File: src/rtl/uart_receiver_pkg.sv
// Shared GPS serial definitions: frame width, default clock and baud, and receiver state codes.
package uart_receiver_pkg;

    localparam int unsigned B         = 8;
    localparam int unsigned ClockFreq = 100_000_000;
    localparam int unsigned BaudRate  = 9600;

    typedef logic [2:0] state_t;

    localparam state_t S_Idle  = 3'd0;
    localparam state_t S_Start = 3'd1;
    localparam state_t S_Data  = 3'd2;
    localparam state_t S_Stop  = 3'd3;
    localparam state_t S_Wait  = 3'd4;

    // Five ASCII characters, for waveform viewing only.
    typedef logic [39:0] state_str_t;

    function automatic state_str_t state_name(input state_t s);
        case (s)
            S_Idle:  return "IDLE ";
            S_Start: return "START";
            S_Data:  return "DATA ";
            S_Stop:  return "STOP ";
            S_Wait:  return "WAIT ";
            default: return "?????";
        endcase
    endfunction

endpackage

File: src/rtl/uart_receiver_bit_timer.sv
// Bit-period counter: ticks when the count equals the terminal value, then restarts from zero.
module bit_timer #(
    parameter int unsigned Width = 4
) (
    input  logic             clock,
    input  logic             reset,
    input  logic             clear,
    input  logic [Width-1:0] terminal,
    output logic             tick
);

    logic [Width-1:0] cnt_q;

    assign tick = (cnt_q == terminal);

    always_ff @(posedge clock or negedge reset) begin
        if (!reset) begin
            cnt_q <= '0;
        end else if (clear || tick) begin
            cnt_q <= '0;
        end else begin
            cnt_q <= cnt_q + 1'b1;
        end
    end

endmodule

File: src/rtl/uart_receiver.sv
// 8N1 UART receiver: mid-bit sampling, start-glitch rejection, framing-error strobe, break hold-off.
module uart_receiver #(
    parameter int unsigned B         = uart_receiver_pkg::B,
    parameter int unsigned ClockFreq = uart_receiver_pkg::ClockFreq,
    parameter int unsigned BaudRate  = uart_receiver_pkg::BaudRate
) (
    input  logic         clock,
    input  logic         reset,
    input  logic         rx,
    output logic         load,
    output logic [B-1:0] data,
    output logic         frame_error
);
    import uart_receiver_pkg::*;

    localparam int unsigned Divisor = ClockFreq / BaudRate;
    localparam int unsigned Half    = Divisor / 2;
    localparam int unsigned CntW    = $clog2(Divisor);
    localparam int unsigned IdxW    = (B > 1) ? $clog2(B) : 1;

    localparam logic [CntW-1:0] HalfTc = CntW'(Half - 1);
    localparam logic [CntW-1:0] DivTc  = CntW'(Divisor - 1);
    localparam logic [IdxW-1:0] LastIdx = IdxW'(B - 1);

    if (Divisor < 4) begin : g_bad_divisor
        $error("uart_receiver: ClockFreq / BaudRate must be at least 4");
    end

    logic         rx_meta_q, rx_s;
    state_t       state_q, state_d;
    logic [IdxW-1:0] idx_q, idx_d;
    logic [B-1:0] shreg_q, shreg_d;
    logic         stop_ok_q, stop_ok_d, stop_bad_q, stop_bad_d;
    logic         load_q, frame_error_q;
    logic [B-1:0] data_q;
    state_str_t   state_str_q;
    logic         tick;
    logic [CntW-1:0] terminal;

    assign terminal = (state_q == S_Start) ? HalfTc : DivTc;

    bit_timer #(
        .Width(CntW)
    ) u_bit_timer (
        .clock   (clock),
        .reset   (reset),
        .clear   (state_d != state_q),
        .terminal(terminal),
        .tick    (tick)
    );

    always_comb begin
        state_d    = state_q;
        idx_d      = idx_q;
        shreg_d    = shreg_q;
        stop_ok_d  = 1'b0;
        stop_bad_d = 1'b0;
        case (state_q)
            S_Idle: if (!rx_s) state_d = S_Start;
            S_Start: begin
                if (tick) begin
                    if (!rx_s) begin
                        state_d = S_Data;
                        idx_d   = '0;
                    end else begin
                        state_d = S_Idle;
                    end
                end
            end
            S_Data: begin
                if (tick) begin
                    shreg_d[idx_q] = rx_s;
                    if (idx_q == LastIdx) state_d = S_Stop;
                    else                  idx_d   = idx_q + 1'b1;
                end
            end
            S_Stop: begin
                if (tick) begin
                    stop_ok_d  = rx_s;
                    stop_bad_d = !rx_s;
                    state_d    = rx_s ? S_Idle : S_Wait;
                end
            end
            // A held-low line (break) must rise before another start bit is accepted.
            S_Wait:  if (rx_s) state_d = S_Idle;
            default: state_d = S_Idle;
        endcase
    end

    always_ff @(posedge clock or negedge reset) begin
        if (!reset) begin
            rx_meta_q     <= 1'b1;
            rx_s          <= 1'b1;
            state_q       <= S_Idle;
            idx_q         <= '0;
            shreg_q       <= '0;
            stop_ok_q     <= 1'b0;
            stop_bad_q    <= 1'b0;
            load_q        <= 1'b0;
            frame_error_q <= 1'b0;
            data_q        <= '0;
            state_str_q   <= state_name(S_Idle);
        end else begin
            rx_meta_q     <= rx;
            rx_s          <= rx_meta_q;
            state_q       <= state_d;
            idx_q         <= idx_d;
            shreg_q       <= shreg_d;
            stop_ok_q     <= stop_ok_d;
            stop_bad_q    <= stop_bad_d;
            load_q        <= stop_ok_q;
            frame_error_q <= stop_bad_q;
            state_str_q   <= state_name(state_d);
            if (stop_ok_q) data_q <= shreg_q;
        end
    end

    assign load        = load_q;
    assign frame_error = frame_error_q;
    assign data        = data_q;

endmodule

File: config.mk
export PLATFORM = sky130hd
export DESIGN_NAME = uart_receiver
export DESIGN_NICKNAME = d
export VERILOG_FILES = /design/src/rtl/uart_receiver_pkg.sv /design/src/rtl/uart_receiver_bit_timer.sv /design/src/rtl/uart_receiver.sv
export SDC_FILE = /design/constraint.sdc
export NUM_CORES = 1
export LEC_CHECK = 0
export ABC_AREA = 1
export CORE_AREA = 2 2 71 73
export CTS_CLUSTER_SIZE = 10
export DETAILED_ROUTE_END_ITERATION = 8
export DIE_AREA = 0 0 73 75
export HOLD_SLACK_MARGIN = 0.05
export PLACE_DENSITY = 0.75
export SYNTH_ARGS = -nofsm -noshare
export SYNTH_HDL_FRONTEND = slang
export SYNTH_SLANG_ARGS = --single-unit
File: constraint.sdc
create_clock -name clock -period 1.65 [get_ports clock]
set_clock_uncertainty 0.05 [all_clocks]
set_input_delay 0.33 -clock clock [delete_from_list [all_inputs] [get_ports clock]]
set_output_delay 0.33 -clock clock [all_outputs]
set_load 0.03 [all_outputs]
==> Word level (Yosys, flattened, before mapping) <==
Index checks and enable logic that the tools add are counted.
{ "word_totals": {"reg_bits": 42, "input_bits": 3} }
{ "op_classes": {"addsub": 2, "n_lt_le_gt_ge": 2, "n_eq_ne": 11, "muxes": 23, "n_reduce_logical": 7} }
{ "ops": {"columns": ["operator", "count"], "rows": [
  ["$mux W3", 11],
  ["$mux W14", 2],
  ["$pmux W3 S5", 1],
  ["$add A14 B1 Y14 const B", 1],
  ["$eq A14 B14 Y1", 1],
  ["$bwmux W8", 1],
  ["$eq A3 B2 Y1 const B", 2],
  ["$eq A3 B3 Y1 const B", 2],
  ["$pmux W3 S2", 1],
  ["$mux W1", 5],
  ["$reduce_and A5 Y1", 1],
  ["$lt A3 B4 Y1 const B", 1],
  ["$ne A2 B1 Y1 const B", 2],
  ["$ne A2 B2 Y1 const B", 2],
  ["$add A3 B1 Y3 const B", 1],
  ["$demux W1 S3", 1],
  ["$eq A3 B1 Y1 const B", 1],
  ["$ge A3 B1 Y1 const B", 1],
  ["$logic_not A3 Y1", 1],
  ["$ne A3 B3 Y1", 1],
  ["$mux W2", 1],
  ["$reduce_and A2 Y1", 1],
  ["$reduce_bool A2 Y1", 1],
  ["$logic_and A1 B1 Y1", 1],
  ["other kinds (2)", 2]
]} }

==> Logic depth before layout (Yosys ltp) <==
Gate-level depths: netlist of the first run.
{ "logic_depth": {"word_depth": 8, "depth_mapped": 14, "mapped_depth_nobuf": 14} }

==> Modules after synthesis <==
A second synthesis of the first run with hierarchy kept.
{ "unflattened": {"cells_unflattened": 289, "hier_area_um2": 2301.0} }
{ "by_module_without_submodules": {"columns": ["module", "n_inst", "cells_each", "area_per_inst_um2"], "rows": [
  ["uart_receiver", 1, 138, 1292.5],
  ["bit_timer", 1, 151, 1008.5]
]} }

==> Least setup slack after synthesis of the first run <==
No wires, ideal clock.
{ "synth_timing": {"path_type": "reg-to-reg", "from": "register u_bit_timer.cnt_q[0]", "to": "register shreg_q[2]", "setup_ns": 0.120, "arrival_time_ns": 1.552, "path_slack_ns": -0.071, "path_stages_with_launch": 15, "path_cell_list": "dfrtp_1 > ha_1 > nand2_2 > clkinv_1 > nand2_1 > nor2_1 > nand2_1 > nor2_2 > nand2_2 > nor2_1 > nand2_1 > nor2_1 > nand2_1 > o21ai_0 > inv_1"} }
{ "synth_between": {"elab_chain_cells": 2} }
{ "synth_lines": {"columns": ["element", "line_no", "source"], "rows": [
  ["start, declared", "uart_receiver_bit_timer.sv:12", "logic [Width-1:0] cnt_q;"],
  ["start signal, assigned", "uart_receiver_bit_timer.sv:22", "cnt_q <= cnt_q + 1'b1;"],
  ["$eq A14 B14 Y1", "uart_receiver_bit_timer.sv:14", "assign tick = (cnt_q == terminal);"],
  ["$reduce_and A2 Y1 (no source line)", null, null],
  ["end signal, assigned", "uart_receiver.sv:108", "shreg_q <= shreg_d;"],
  ["end, declared", "uart_receiver.sv:32", "logic [B-1:0] shreg_q, shreg_d;"]
]} }
No other way between the ends.
A chain may end at the register's enable or synchronous reset.

==> Worst setup path in the final report of the first run <==
{ "layout_timing": {"from": "register u_bit_timer.cnt_q[1]", "to": "register shreg_q[7]"} }
Same word-level chain as after synthesis.

==> results of run 1 <==
==> registers in the layout (all words and copies together) (netlist names) <==
| register | cells |
|---|---|
| rx_s | 1 |
| state_q | 3 |
| frame_error | 1 |
| rx_meta_q | 1 |
| data | 8 |
| idx_q | 3 |
| load | 1 |
| stop_ok_q | 1 |
| stop_bad_q | 1 |
| shreg_q | 8 |
| u_bit_timer.cnt_q | 14 |
==> layout by cell type (no fill, tap or decap), types with 2 or more instances in the layout <==
master / count
sky130_fd_sc_hd__a21oi_1: 9
sky130_fd_sc_hd__buf_4: 28
sky130_fd_sc_hd__bufinv_16: 2
sky130_fd_sc_hd__clkbuf_8: 6
sky130_fd_sc_hd__dfrtp_1: 40
sky130_fd_sc_hd__dfstp_2: 2
sky130_fd_sc_hd__dlygate4sd2_1: 10
sky130_fd_sc_hd__ha_1: 2
sky130_fd_sc_hd__inv_1: 37
sky130_fd_sc_hd__inv_2: 2
sky130_fd_sc_hd__mux2_2: 3
sky130_fd_sc_hd__nand2_1: 30
sky130_fd_sc_hd__nand2_2: 2
sky130_fd_sc_hd__nand2_4: 4
sky130_fd_sc_hd__nand3_1: 12
sky130_fd_sc_hd__nand3_2: 5
sky130_fd_sc_hd__nand3_4: 3
sky130_fd_sc_hd__nand4_1: 5
sky130_fd_sc_hd__nor2_1: 25
sky130_fd_sc_hd__nor2_2: 17
sky130_fd_sc_hd__nor2_4: 2
sky130_fd_sc_hd__nor3_1: 2
sky130_fd_sc_hd__o21ai_0: 5
sky130_fd_sc_hd__o21ai_1: 7
sky130_fd_sc_hd__o22ai_1: 2
sky130_fd_sc_hd__xnor2_1: 3
sky130_fd_sc_hd__xor2_1: 8
==> routing by layer <==
metal  GRT usage (%)  vias up  wire length (um)
met5               0        -                 0
met4            7.61        0               107
met1            20.7      769              1840
met2            28.0       32              1930
met3            3.88       13               137
li1                -      840                 -
==> logic make-up (layout without fill, tap and decap cells) <==
logic type,Yosys count,in the layout,synth area share [%]
and+or+nand+nor,109,110,25.3
buffers and inverters,44,91,8.49
DFF,42,42,51.8
AOI/OAI and AO/OA,24,24,6.15
xor gates and xnor gates,11,11,4.74
adders and majority gates,3,3,1.85
muxes,3,3,1.66
==> critical path: stages, from the launching register on <==
cell and delay, ps:
sky130_fd_sc_hd__dfrtp_1 400, sky130_fd_sc_hd__ha_4 160, sky130_fd_sc_hd__nand2_4 50, sky130_fd_sc_hd__clkinv_2 40, sky130_fd_sc_hd__nand2_1 30, sky130_fd_sc_hd__nor2_1 90
sky130_fd_sc_hd__nand2_1 70, sky130_fd_sc_hd__nor2_2 120, sky130_fd_sc_hd__nand2_2 110, sky130_fd_sc_hd__nor2_4 200, sky130_fd_sc_hd__nand2_4 110, sky130_fd_sc_hd__nor2_4 100
sky130_fd_sc_hd__nand2_1 50, sky130_fd_sc_hd__o21ai_1 70, sky130_fd_sc_hd__inv_1 50
==> what timing repair did <==
action / in CTS / in global routing
setup buffers: 2 / 1
hold buffers: 1 / 0
setup endpoints to repair: 35 / 29
gates resized for setup: 32 / 10
endpoints found under the hold margin: 17 / 0
pin swaps: 6 / 4
gates cloned: 1 / 0
==> power breakdown <==
group          total, mW  internal [mW]  switching (mW)
Combinational     0.0370         0.0110          0.0259
Sequential          1.03           1.03         0.00122
Clock              0.998          0.645           0.353
Total               2.07           1.69           0.380
==> final timing paths <==
kind	startpoint	end	depth (start not counted)
hold reg to reg	rx_meta_q$_DFF_PN1_	rx_s$_DFF_PN1_	0
setup reg to reg	u_bit_timer.cnt_q[1]$_DFF_PN0_	shreg_q[7]$_DFFE_PN0P_	14
min in group asynchronous	reset	u_bit_timer.cnt_q[8]$_DFF_PN0_	2
setup / recovery	u_bit_timer.cnt_q[1]$_DFF_PN0_	shreg_q[7]$_DFFE_PN0P_	14
hold / removal	rx_meta_q$_DFF_PN1_	rx_s$_DFF_PN1_	0
max in group asynchronous	reset	load$_DFF_PN0_	3
==> cell type report <==
type                    instances  share of cell area (%)
repair buffers                 42                    12.8
flip-flops and latches         42                    39.2
clock buffers                   6                    3.07
inverters                      41                    5.87
well taps                      54                    2.51
multi-input cells             151                    34.4
clock inverters                 2                    2.23
==> impl_metrics.py, run 1 <==
metrics = {
    "routing": {
        "firstDrtPassIters": 4,
        "detailedRoute.firstIterationViolations": 72,
        "drt-total-wl_um": 4010,
        "detail_route.vias_per_cell": 4.89,
        "routed-via-count": 1654,
        "ant_nets": 0,
        "detail_route.wl_per_cell_um": 11.9,
        "detail_route.drc_violations": 0,
    },
    "setup_path": {
        "startpoint_type": "register",
        "critical_path_required_ps": 1790,
        "path_max_fanout": 5,
        "critPathKind": "reg2reg",
        "r2r_setup_slack_ps": -170,
        "timing.critical_path.arrival_ps": 1960,
        "end_kind": "register",
    },
    "final_layout": {
        "sequential_cell_area_um2": 1050,
        "fin_util_pct": 57.7,
        "n_antenna_cell": 0,
        "layout.cell_area.non_filler_um2": 2690,
        "nNetsFinal": 289,
        "total_area_of_multi_input_combinational_cells_um2": 923,
        "final_cell_count_without_fillers": 338,
        "areaGrowthSynthToFinish_pct": 32.1,
        "drive_above_1_share_pct": 28.5,
        "fillers": 406,
    },
    "outcome": {
        "violations": "negative setup slack",
        "outcome": "finished with violations",
    },
    "placed_design": {
        "port_buffers": 12,
        "dp.final_hpwl_um": 2760,
        "post_dp_cell_area_um2": 2420,
        "place.gp.congestion": 0.870,
        "place_worst_setup_slack_ps": -174,
        "post-place-cells": 325,
    },
    "synth": {
        "synth-main-ff-cell": "sky130_fd_sc_hd__dfrtp_1",
        "synth_area_um2": 2030,
        "synthDominantCellAreaShare_pct": 49.2,
        "synth_area_leaders": "sky130_fd_sc_hd__dfrtp_1 (49%), sky130_fd_sc_hd__inv_1 (7.2%), sky130_fd_sc_hd__nand2_1 (5.9%), sky130_fd_sc_hd__nor2_1 (5.9%), sky130_fd_sc_hd__nand3_1 (4.2%)",
        "asyncSetResetFlopFracSynth_pct": 100,
        "ys_ff_latch": 42,
        "synth.yosys.seq_area_share_pct": 51.8,
        "ys_warn_count": 0,
        "library_cell_occupying_the_most_area_in_the_post_synthesis_netlist": "sky130_fd_sc_hd__dfrtp_1",
        "mean_instance_size_in_the_synthesized_netlist_um2": 8.62,
        "synth_edf_count": 0,
        "post-synth-top-count-cell": "sky130_fd_sc_hd__dfrtp_1",
        "synth_fp_nets": 242,
        "ys_types": 28,
        "ranking_of_synthesized_cells_by_instance_count": "sky130_fd_sc_hd__dfrtp_1 (40), sky130_fd_sc_hd__inv_1 (39), sky130_fd_sc_hd__nand2_1 (32), sky130_fd_sc_hd__nor2_1 (32), sky130_fd_sc_hd__nand3_1 (17)",
        "synthesis.instances": 236,
    },
    "floorplanning": {
        "die_width_um": 73,
        "start_util_pct": 43.7,
        "row_count": 25,
        "design.core.area_um2": 4660,
        "overall_die_area_um2": 5480,
        "die_y_um": 75,
        "io_pins": 13,
    },
    "worst_hold_path": {
        "worst_hold_path_type": "reg2reg",
    },
    "pwr": {
        "p_leak_nw": 1.41,
        "p_total_mw": 2.07,
        "power_density_nw_per_um2": 770,
        "ir_worst_vdd_v": 0.000395,
    },
    "grt": {
        "grt_start_max_net_pins": 24,
        "antenna_found_initial": 0,
        "grt_pass1_vias": 1638,
        "total_routing_resource_utilization_after_global_routing_pct": 16.8,
        "globalRouteOverflowTotal": 0,
        "grt_pass1_wl_um": 6990,
    },
    "sta": {
        "relSlewSlack_pct": 68.9,
        "setup_slack_ps": -169,
        "hold_viol": 0,
        "achievable-frequency_mhz": 550,
        "setup_viol_count_final": 25,
        "fin_crit_sh_pct": 110,
        "worstMarginPinSlew_ps": 467,
        "final_period_minus_worst_setup_slack_ps": 1820,
        "setup_tns_ps": -2930,
        "grt_setup_unrepaired": "true",
        "fin_hold_ws_ps": 308,
        "slew_viol_final": 0,
    },
    "clocking": {
        "numClockSinks": 42,
        "clock-root-buffer": "sky130_fd_sc_hd__clkbuf_8",
        "max-clock-path-buffers": 2,
        "clock_tree_from_tritoncts": "built",
        "htree_levels": 2,
        "clk-insertion-delay-late_ps": 300,
        "worst_setup_hold_path_clk_slew_ps": 80,
        "tritoncts.num_buffers": 5,
    },
    "run": {
        "drv_cap": 0,
    },
}
(Power assumes the default switching activity.)
==> inputs of run 2 (changes only) <==
CTS_CLUSTER_SIZE = 12   (was 10)
==> results of run 2 <==
Same layout as run 1: the final DEF is identical, and so are final timing and power.
==> inputs of run 3 (changes only) <==
HOLD_SLACK_MARGIN = 0.08   (was 0.05)
==> results of run 3 <==
Same layout as run 1: the final DEF is identical, and so are final timing and power.
